### src/rtl/des_key_schedule.sv
// ============================================================================
// Module   : des_key_schedule
// Purpose  : Produces the sixteen 48-bit DES round subkeys from a 64-bit key,
//            one per valid/ready transfer, by rotating registered C/D halves
//            and applying PC-2 combinationally.
// Options  : DES_KS_DECRYPT_EN - when defined, honours 'decrypt' (K16..K1
//            order via right rotation); otherwise encrypt order only.
// Revision : 1.0 - initial release
// ============================================================================
`default_nettype none

module des_key_schedule (
   input  logic        clk,
   input  logic        rst,
   input  logic [63:0] key,
   input  logic        decrypt,
   input  logic        start,
   output logic        key_ready,
   output logic [47:0] subkey,
   output logic        subkey_valid,
   input  logic        subkey_ready,
   output logic [3:0]  subkey_round,
   output logic        done
);

   // PC-1: FIPS key bit numbers selected into C (first 28) then D (last 28).
   localparam int c_pc1 [56] = '{
      57, 49, 41, 33, 25, 17,  9,  1, 58, 50, 42, 34, 26, 18,
      10,  2, 59, 51, 43, 35, 27, 19, 11,  3, 60, 52, 44, 36,
      63, 55, 47, 39, 31, 23, 15,  7, 62, 54, 46, 38, 30, 22,
      14,  6, 61, 53, 45, 37, 29, 21, 13,  5, 28, 20, 12,  4};

   // PC-2: positions 1..56 of the concatenated C|D selected into the subkey.
   localparam int c_pc2 [48] = '{
      14, 17, 11, 24,  1,  5,  3, 28, 15,  6, 21, 10,
      23, 19, 12,  4, 26,  8, 16,  7, 27, 20, 13,  2,
      41, 52, 31, 37, 47, 55, 30, 40, 51, 45, 33, 48,
      44, 49, 39, 56, 34, 53, 46, 42, 50, 36, 29, 32};

   typedef enum logic [0:0] {S_IDLE = 1'b0, S_ISSUE = 1'b1} state_t;

   state_t      r_state;
   state_t      w_state_next;
   logic [27:0] r_c;
   logic [27:0] r_d;
   logic [3:0]  r_round;
   logic        r_done;
   logic        w_accept;
   logic        w_xfer;
   logic        w_last;
   logic        w_two;
   logic [3:0]  w_round_next;
   logic [55:0] w_pc1;
   logic [27:0] w_c_start;
   logic [27:0] w_d_start;
   logic [27:0] w_c_next;
   logic [27:0] w_d_next;
   logic        w_unused_parity;
`ifdef DES_KS_DECRYPT_EN
   logic        r_decrypt;
`else
   logic        w_unused_decrypt;
   assign w_unused_decrypt = decrypt;
`endif

   // FIPS bit n of the key is key[64-n]; bit 1 of the result lands in the MSB.
   function automatic logic [55:0] pc1(input logic [63:0] k);
      logic [55:0] o;
      o = '0;
      for (int i = 0; i < 56; i++)
         o[6'(55 - i)] = k[6'(64 - c_pc1[i])];
      return o;
   endfunction

   function automatic logic [47:0] pc2(input logic [55:0] cd);
      logic [47:0] o;
      o = '0;
      for (int i = 0; i < 48; i++)
         o[6'(47 - i)] = cd[6'(56 - c_pc2[i])];
      return o;
   endfunction

   // Left rotation moves FIPS bit 2 into bit 1 (MSB side of the ring).
   function automatic logic [27:0] rotl(input logic [27:0] v, input logic two);
      return two ? {v[25:0], v[27:26]} : {v[26:0], v[27]};
   endfunction

`ifdef DES_KS_DECRYPT_EN
   function automatic logic [27:0] rotr(input logic [27:0] v, input logic two);
      return two ? {v[1:0], v[27:2]} : {v[0], v[27:1]};
   endfunction
`endif

   // Parity bits of the key never influence the schedule.
   assign w_unused_parity = ^{key[56], key[48], key[40], key[32],
                              key[24], key[16], key[8], key[0]};

   assign w_pc1        = pc1(key);
   assign w_last       = (r_round == 4'd15);
   assign w_round_next = r_round + 4'd1;
   // Rounds 1, 8 and 15 step by one position, every other round by two.
   assign w_two        = !((w_round_next == 4'd1) || (w_round_next == 4'd8) ||
                           (w_round_next == 4'd15));
   assign subkey       = pc2({r_c, r_d});
   assign subkey_round = r_round;
   assign done         = r_done;

   // Initial C/D: encrypt pre-rotates by one for round 0; decrypt uses PC-1 as is.
   always_comb begin
      w_c_start = rotl(w_pc1[55:28], 1'b0);
      w_d_start = rotl(w_pc1[27:0], 1'b0);
`ifdef DES_KS_DECRYPT_EN
      if (decrypt) begin
         w_c_start = w_pc1[55:28];
         w_d_start = w_pc1[27:0];
      end
`endif
   end

   // Per-round advance of C and D, each as an independent 28-bit ring.
   always_comb begin
      w_c_next = rotl(r_c, w_two);
      w_d_next = rotl(r_d, w_two);
`ifdef DES_KS_DECRYPT_EN
      if (r_decrypt) begin
         w_c_next = rotr(r_c, w_two);
         w_d_next = rotr(r_d, w_two);
      end
`endif
   end

   // Control state register.
   always_ff @(posedge clk) begin
      if (rst) r_state <= S_IDLE;
      else     r_state <= w_state_next;
   end

   // Next-state decode and handshake outputs.
   always_comb begin
      w_state_next = r_state;
      key_ready    = 1'b0;
      subkey_valid = 1'b0;
      w_accept     = 1'b0;
      w_xfer       = 1'b0;
      case (r_state)
         S_IDLE: begin
            key_ready = 1'b1;
            if (start) begin
               w_accept     = 1'b1;
               w_state_next = S_ISSUE;
            end
         end
         S_ISSUE: begin
            subkey_valid = 1'b1;
            if (subkey_ready) begin
               w_xfer = 1'b1;
               if (w_last) w_state_next = S_IDLE;
            end
         end
         default: w_state_next = S_IDLE;
      endcase
   end

   // C/D halves, round counter, mode capture and the done pulse.
   always_ff @(posedge clk) begin
      if (rst) begin
         r_c     <= '0;
         r_d     <= '0;
         r_round <= '0;
         r_done  <= 1'b0;
`ifdef DES_KS_DECRYPT_EN
         r_decrypt <= 1'b0;
`endif
      end else begin
         r_done <= w_xfer && w_last;
         if (w_accept) begin
            r_c     <= w_c_start;
            r_d     <= w_d_start;
            r_round <= '0;
`ifdef DES_KS_DECRYPT_EN
            r_decrypt <= decrypt;
`endif
         end else if (w_xfer && !w_last) begin
            r_c     <= w_c_next;
            r_d     <= w_d_next;
            r_round <= w_round_next;
         end
      end
   end

endmodule

`default_nettype wire

### config.mk
export PLATFORM = sky130hd
export DESIGN_NAME = des_key_schedule
export DESIGN_NICKNAME = d
export VERILOG_FILES = /design/src/rtl/des_key_schedule.sv
export SDC_FILE = /design/constraint.sdc
export NUM_CORES = 1
export LEC_CHECK = 0
export BUFFER_PORTS_ARGS = -buffer_cell sky130_fd_sc_hd__buf_4
export CAP_MARGIN = 20
export CORE_MARGIN = 2
export CORE_UTILIZATION = 40
export DETAILED_ROUTE_END_ITERATION = 12
export GPL_ROUTABILITY_DRIVEN = 1
export PLACE_DENSITY = 0.67
export SLEW_MARGIN = 20
export SYNTH_ARGS = -nofsm -noshare
export SYNTH_HDL_FRONTEND = slang
export SYNTH_SLANG_ARGS = --single-unit
### constraint.sdc
create_clock -name clk -period 2.68 [get_ports clk]
set_clock_uncertainty 0.2 [all_clocks]
set_input_delay 0.268 -clock clk [delete_from_list [all_inputs] [get_ports clk]]
set_output_delay 0.268 -clock clk [all_outputs]
set_load 0.005 [all_outputs]
# Word level (Yosys, flattened, before mapping)
# Index checks and enable logic that the tools add are counted.
[op_classes] n_reduce_logical=7 n_addsub=1 bitwise_logic=1 eq_ne=4 n_mux=15
[op_table] operator="$mux W28" n=4
[op_table] operator="$eq A4 B4 Y1 const B" n=3
[op_table] operator="$mux W5" n=2
[op_table] operator="$mux W1" n=8
[op_table] operator="$add A4 B1 Y4 const B" n=1
[op_table] operator="$eq A4 B1 Y1 const B" n=1
[op_table] operator="$logic_and A1 B1 Y1" n=2
[op_table] operator="$logic_or A1 B1 Y1" n=2
[op_table] operator="$pmux W1 S2" n=1
[op_table] operator="$reduce_bool A2 Y1" n=1
[op_table] operator="$reduce_or A2 Y1" n=1
[op_table] operator="$logic_not A1 Y1" n=1
[op_table] operator="$not A1 Y1" n=1
[totals] inputBits=69 elab_cells=34 regBits=62 out_inout_bits=55

# Logic depth before layout (Yosys ltp)
# Gate-level depths: netlist of run 1.
[depth] depth_word=7 mapped_depth=8 mapped_depth_nobuf=6

# Worst setup path before layout of run 1
# Ideal clock, no wire load.
[synth_timing] path_kind="reg2reg" startpoint="register r_round[1] (netlist: subkey_round[1])" endpoint="register r_d[13]" setup_ns=0.069 path_buffers=2 path_stages_with_launch=9 synth_period_minus_slack_ns=2.024 setup_slack_ns=0.656 arrival_ns=1.755 t_required_ns=2.411 path_cell_list="dfxtp_1 ha_1 nand3_1 nor2b_1 clkbuf_1 nor2_2 clkbuf_1 nand2_1 o21ai_1"
[synth_via] elab_chain_cells=7 word_cells_on_any_way=13 classes_between="1 x add/sub; 4 x eq/ne; 3 x mux; 5 x reduce/logical"
[synth_rtl] item="start, declared" line_no="46" text="logic [3:0] r_round;"
[synth_rtl] item="start signal, assigned" line_no="186" text="r_round <= w_round_next;"
[synth_rtl] item="$add A4 B1 Y4" line_no="100" text="assign w_round_next = r_round + 4'd1;"
[synth_rtl] item="$eq A4 B1 Y1 / $eq A4 B4 Y1 (equally long branches)" line_no="102" text="assign w_two = !((w_round_next == 4'd1) || (w_round_next == 4'd8) ||"
[synth_rtl] item="$logic_or A1 B1 Y1 (2 in a row)" line_no="102"
[synth_rtl] item="$mux W28" line_no="85" text="return two ? {v[25:0], v[27:26]} : {v[26:0], v[27]};"
[synth_rtl] item="$mux W28" line_no="183" text="end else if (w_xfer && !w_last) begin"
[synth_rtl] item="$mux W28" line_no="176" text="if (w_accept) begin"
[synth_rtl] item="end signal, assigned" line_no="178" text="r_d <= w_d_start;"
[synth_rtl] item="end signal, assigned" line_no="185" text="r_d <= w_d_next;"
[synth_rtl] item="end, declared" line_no="45" text="logic [27:0] r_d;"
# Several ways; a longest one is shown, not always the timed one. The select of a mux whose other input is x is not followed.
# A chain may end at the register's enable or synchronous reset.

# Worst setup path after layout of run 1
[layout_timing] startpoint="register r_round[0] (netlist: subkey_round[0])" endpoint="register r_d[10]"
# Same word-level chain as after synthesis.

==> results of run 1 <==
==> routing by layer <==
layer  vias up  wire (um)  global-route usage
li1       1319          -                   -
met1      1208       3070               0.175
met2        65       3170               0.252
met3         8        384              0.0569
met4         0         59              0.0357
met5         -          0                   0
==> worst paths after layout <==
kind | startpoint | depth (start not counted) | endpoint | slack (ps)
min reg2reg | r_d[21] | 2 | r_d[21] | 270
max reg2reg | subkey_round[0] | 7 | r_d[10] | 300
min | key[17] | 3 | r_d[26] | 30
max | subkey_round[0] | 7 | r_d[10] | 300
==> through the flow <==
step / hold WS [ps] / std cells / setup WS (ps) / util
2_1_floorplan: 232 / 403 / 656 / -
5_1_grt: 37.7 / 518 / 114 / 0.466
3_5_place_dp: 264 / 494 / 295 / 0.432
6_report: 34.9 / 518 / 302 / 0.466
3_3_place_gp: 251 / 494 / 324 / 0.432
4_1_cts: 18.6 / 518 / 297 / 0.466
==> registers in the layout, indices dropped and copies added (netlist names) <==
signal and flops:
r_d 28, subkey_round 4, done 1, r_state 1, r_c 28
==> power breakdown <==
group | internal (mW) | total (mW) | switching [mW]
registers | 0.955 | 0.985 | 0.0296
clock network | 0.443 | 0.790 | 0.348
logic | 0.135 | 0.278 | 0.143
total | 1.53 | 2.05 | 0.521
==> cell families (layout without fill, tap and decap cells) <==
logic type      Yosys count  after routing  synth area share
compound gates          102            102             0.164
xor+xnor                  3              3            0.0101
fa+ha+maj                 3              3            0.0112
buf+inv                  79             89             0.167
flops                    62             62             0.370
mux                      49             49             0.146
other cells               1             22           0.00112
simple gates             83             83             0.132
==> final cells by class <==
| type | count | area (sq um) | share of cell area |
|---|---|---|---|
| well taps | 105 | 131 | 0.0345 |
| clock inverters | 5 | 50.0 | 0.0131 |
| multi-input cells | 262 | 1650 | 0.432 |
| repair buffers | 71 | 593 | 0.156 |
| clock buffers | 10 | 138 | 0.0361 |
| inverters | 3 | 11.3 | 0.00295 |
| flip-flops and latches | 62 | 1240 | 0.326 |
==> Yosys cell counts (2+ instances only) <==
library cell,instances,area share
a21oi_1,43,0.064
a311o_1,3,0.0089
and3_1,12,0.022
buf_12,3,0.018
buf_2,2,0.0030
buf_4,49,0.11
buf_6,2,0.0067
clkbuf_1,18,0.020
dfxtp_1,62,0.37
ha_1,3,0.011
inv_1,3,0.0034
mux2i_1,49,0.15
nand2_1,30,0.034
nand3_1,7,0.010
nor2_1,6,0.0067
nor2b_1,5,0.0093
nor3_1,3,0.0045
nor3b_1,15,0.034
o21ai_0,26,0.039
o21ai_1,23,0.034
o221ai_1,3,0.0078
xnor2_1,2,0.0052
==> critical path, stage by stage, from the launching register on <==
cell and delay (ps):
dfxtp_1 430, ha_1 300, xnor2_1 140, a21oi_1 80, a211oi_4 500, buf_12 250
mux2i_1 260, o21ai_1 90
==> metrics.cfg, run 1 <==
[outcome]
outcome=completed

[worst_setup_path]
worstSetupEndpointType=flip-flop
crit_arrival_ps=2390
crit_type=flip-flop to flip-flop
critical_path.max_fanout=22
start_kind=flip-flop
required_ps=2700

[placed_design]
hpwl_um=4520
io_buffers=52
gp_congestion=0.804
dpl_cell_area_sq_um=3530

[synthesis]
yosys_warnings=0
synthFlopType=dfxtp_1
yosys_register_bits=62
synth_cells=382
synth_edf_count=0
netlist_area_sq_um=3360
syn_avg_cell_area_sq_um=8.79
async_flop_share=0
seq_area_frac_synth=0.370
synth_cell_types=35

[power_and_ir_drop]
p_per_area_nw_per_um2=539
leakagePower_nw=1.79
power.total_mw=2.05
ir_worst_vdd_v=0.000317

[routing]
wl_per_cell_um=12.9
antenna_left=0
wirelength_um=6680
vias=2600
avgViaCountPerCell=5.02
drcViolationCount=0
drt_first_pass_iters=4
drtIter0Drc=96

[clock_tree]
clk_pin_slew_ps=60
postCtsSetupRepairBufs=0
cts-buffers-inserted=9
htreeDepth=3
cts.repair.resized=0
cts.sinks=62
cts_max_path_buffers=2
root_buffer=clkbuf_8
cts_hold_buf=9
clock_latency_ps=340
cts_tree=done

[job]
max_cap_viol_count=0

[floorplanning]
die_area_sq_um=9140
start_util=0.411
die_height_um=95.6
core_sq_um=8180
rows=33
die_w_um=95.6
ios=124

[timing]
finalHoldViolCount=0
setup_viol=0
tns_ps=0
slew_viol_final=0
tightest_slew_ps=598
max_freq_mhz=421
fin_crit_sh=0.887
rsz0062_at_grt=no
relSlewSlack=0.601
fin_crit_ps=2380

[final_layout]
postLayoutCellArea_sq_um=3810
nets=481
layout_commonest_cell=dfxtp_1
n_fill_cell=781
mostFrequentLayoutCells=62 x dfxtp_1, 59 x buf_4, 49 x mux2i_1
diodes=0
syn_to_final_growth_pct=13.5
drive_above_1_share=0.199

[global_routing]
first_global_vias=2324
grt_overflow=0
grt_max_degree=47
grt_first_pass_wirelength_um=10600
grtUsageTotal=0.148
antenna_found_initial=0

[worst_hold_path]
hp-class=primary input to flip-flop

Note: power is estimated with default switching activity, not from simulation.
==> run 2: changes to the inputs <==
- RECOVER_POWER: unset -> 100
==> run 2 against run 1 <==
Maximum frequency decreased by 0.81%; non-clock buffer count is the same; register-to-register slack lost 20 ps; die area is the same; critical endpoint is now r_d[0]; largest cell class unchanged.
==> metrics.cfg, run 2 (synthesized netlist as in run 1, its figures left out) <==
[timing]
setup_viol=0  ; unchanged
max_freq_mhz=417  ; -0.81%
fin_crit_sh=0.895  ; +0.00729
setup_ws_ps=282  ; -19.5 ps
tns_ps=0  ; unchanged
fin_crit_ps=2400  ; +19.5 ps
relSlewSlack=0.595  ; -0.00523
finalHoldViolCount=0  ; unchanged
tightest_slew_ps=606  ; +7.83 ps
rsz0062_at_grt=no
slew_viol_final=0  ; unchanged

[final_layout]
syn_to_final_growth_pct=12.7
regArea_sq_um=1240  ; unchanged
nets=481  ; unchanged
mostFrequentLayoutCells=62 x dfxtp_1, 49 x mux2i_1, 46 x o21ai_0
n_fill_cell=788  ; +0.90%
multi_input_area_sq_um=1640  ; -0.15%
drive_above_1_share=0.182  ; -0.0169
layout_commonest_cell=dfxtp_1
diodes=0  ; unchanged

[global_routing]
grt_overflow=0  ; unchanged
grt_max_degree=47  ; unchanged
grt_first_pass_wirelength_um=10600  ; unchanged
grtUsageTotal=0.148  ; unchanged
first_global_vias=2324  ; unchanged
antenna_found_initial=0  ; unchanged

[floorplanning]
start_util=0.411  ; unchanged
die_height_um=95.6  ; unchanged
core_sq_um=8180  ; unchanged
rows=33  ; unchanged
die_w_um=95.6  ; unchanged
ios=124  ; unchanged
die_area_sq_um=9140  ; unchanged

[placed_design]
pre_cts_ws_ps=295  ; unchanged
io_buffers=52  ; unchanged
gp_congestion=0.804  ; unchanged
hpwl_um=4520  ; unchanged

[outcome]
outcome=completed

[routing]
drcViolationCount=0  ; unchanged
vias=2583  ; -0.65%
antenna_left=0  ; unchanged
wirelength_um=6650  ; -0.46%
drt_first_pass_iters=4  ; unchanged
wl_per_cell_um=12.8  ; -0.46%
avgViaCountPerCell=4.99  ; -0.65%
drtIter0Drc=115  ; +20%

[job]
max_cap_viol_count=0  ; unchanged

[worst_setup_path]
start_kind=flip-flop
crit_type=flip-flop to flip-flop
crit_arrival_ps=2430  ; +40 ps
worstSetupEndpointType=flip-flop
critical_path.max_fanout=6  ; -73%
slowest_stage=a211oi_4
max_stage_delay_ps=490  ; about the same
crit_chain=ha_1, xnor2_1, a21oi_1, a211oi_4, clkbuf_1, nor2b_1, a311o_1
required_ps=2710  ; about the same

[clock_tree]
cts_max_path_buffers=2  ; unchanged
cts.sinks=62  ; unchanged
clock_latency_ps=340  ; about the same
cts.repair.resized=0  ; unchanged
cts_tree=done
root_buffer=clkbuf_8
cts-buffers-inserted=9  ; unchanged
clk_pin_slew_ps=70  ; about the same
htreeDepth=3  ; unchanged

[power_and_ir_drop]
leakagePower_nw=1.75  ; -1.9%
ir_worst_vdd_v=0.000317  ; about the same
p_per_area_nw_per_um2=541  ; +0.39%

[worst_hold_path]
hp-class=primary input to flip-flop

[run 2: changes by cell type in the layout (fill, tap and decap cells not counted)]
cell / change
o21ai_0: +20
nor2b_1: +1
clkbuf_4: +28
nor2b_2: -1
buf_4: -35
o21ai_1: -20
clkbuf_1: +6
clkbuf_2: +1
[run 2: report_power, final]
group / leakage, nW / switching [mW] / internal (mW)
sequential: 0.504 / 0.0289 / 0.955
combinational: 1.15 / 0.142 / 0.129
clock: 0.102 / 0.349 / 0.443
total: 1.75 / 0.519 / 1.53
[run 2: what timing repair did]
action | in CTS | in global routing
setup buffers | 0 | 0
hold endpoints to repair | 9 | 0
hold buffers | 9 | 0
[run 2: final timing paths]
path / start / endpoint / slack (ps) / cells after the start
max: subkey_round[0] / r_d[0] / 280 / 7
min: key[17] / r_d[26] / 40 / 3
max reg2reg: subkey_round[0] / r_d[0] / 280 / 7
min reg2reg: r_d[21] / r_d[21] / 290 / 2
[run 2: worst max-delay path, delay by kind of cell, from the launching register on]
kind,cells,cell delay [ps]
AO/OA/AOI/OAI,3,850
XOR/XNOR,1,140
adder cells (fa/ha/maj),1,300
buffers and inverters,1,290
flip-flops,1,430
AND/OR/NAND/NOR,1,80
[run 2: layer usage]
metal,vias to the layer above,GRT usage,share of wire
li1,1317,-,-
met1,1195,0.175,0.46
met2,61,0.252,0.48
met3,10,0.0569,0.054
met4,0,0.0357,0.011
met5,-,0,0
[run 2: final cells by class]
| cell class | instances | area share |
|---|---|---|
| Sequential cell | 62 | 0.328 |
| Clock inverter | 5 | 0.0132 |
| Timing Repair Buffer | 71 | 0.150 |
| Tap cell | 105 | 0.0347 |
| Multi-Input combinational cell | 262 | 0.435 |
| Inverter | 3 | 0.00298 |
| Clock buffer | 10 | 0.0364 |
[run 2: per-stage QoR]
step | total power, mW | util | hold WS, ps | std cells | instance area, sq um
after global routing | 2.14 | 0.463 | 37.7 | 518 | 3780
final | 2.05 | 0.463 | 39.3 | 518 | 3780
after floorplan | 1.23 | - | 232 | 403 | 3440
after detailed placement | 1.27 | 0.432 | 264 | 494 | 3530
after CTS | 2.08 | 0.466 | 18.6 | 518 | 3810
after global placement | 1.27 | 0.432 | 251 | 494 | 3530
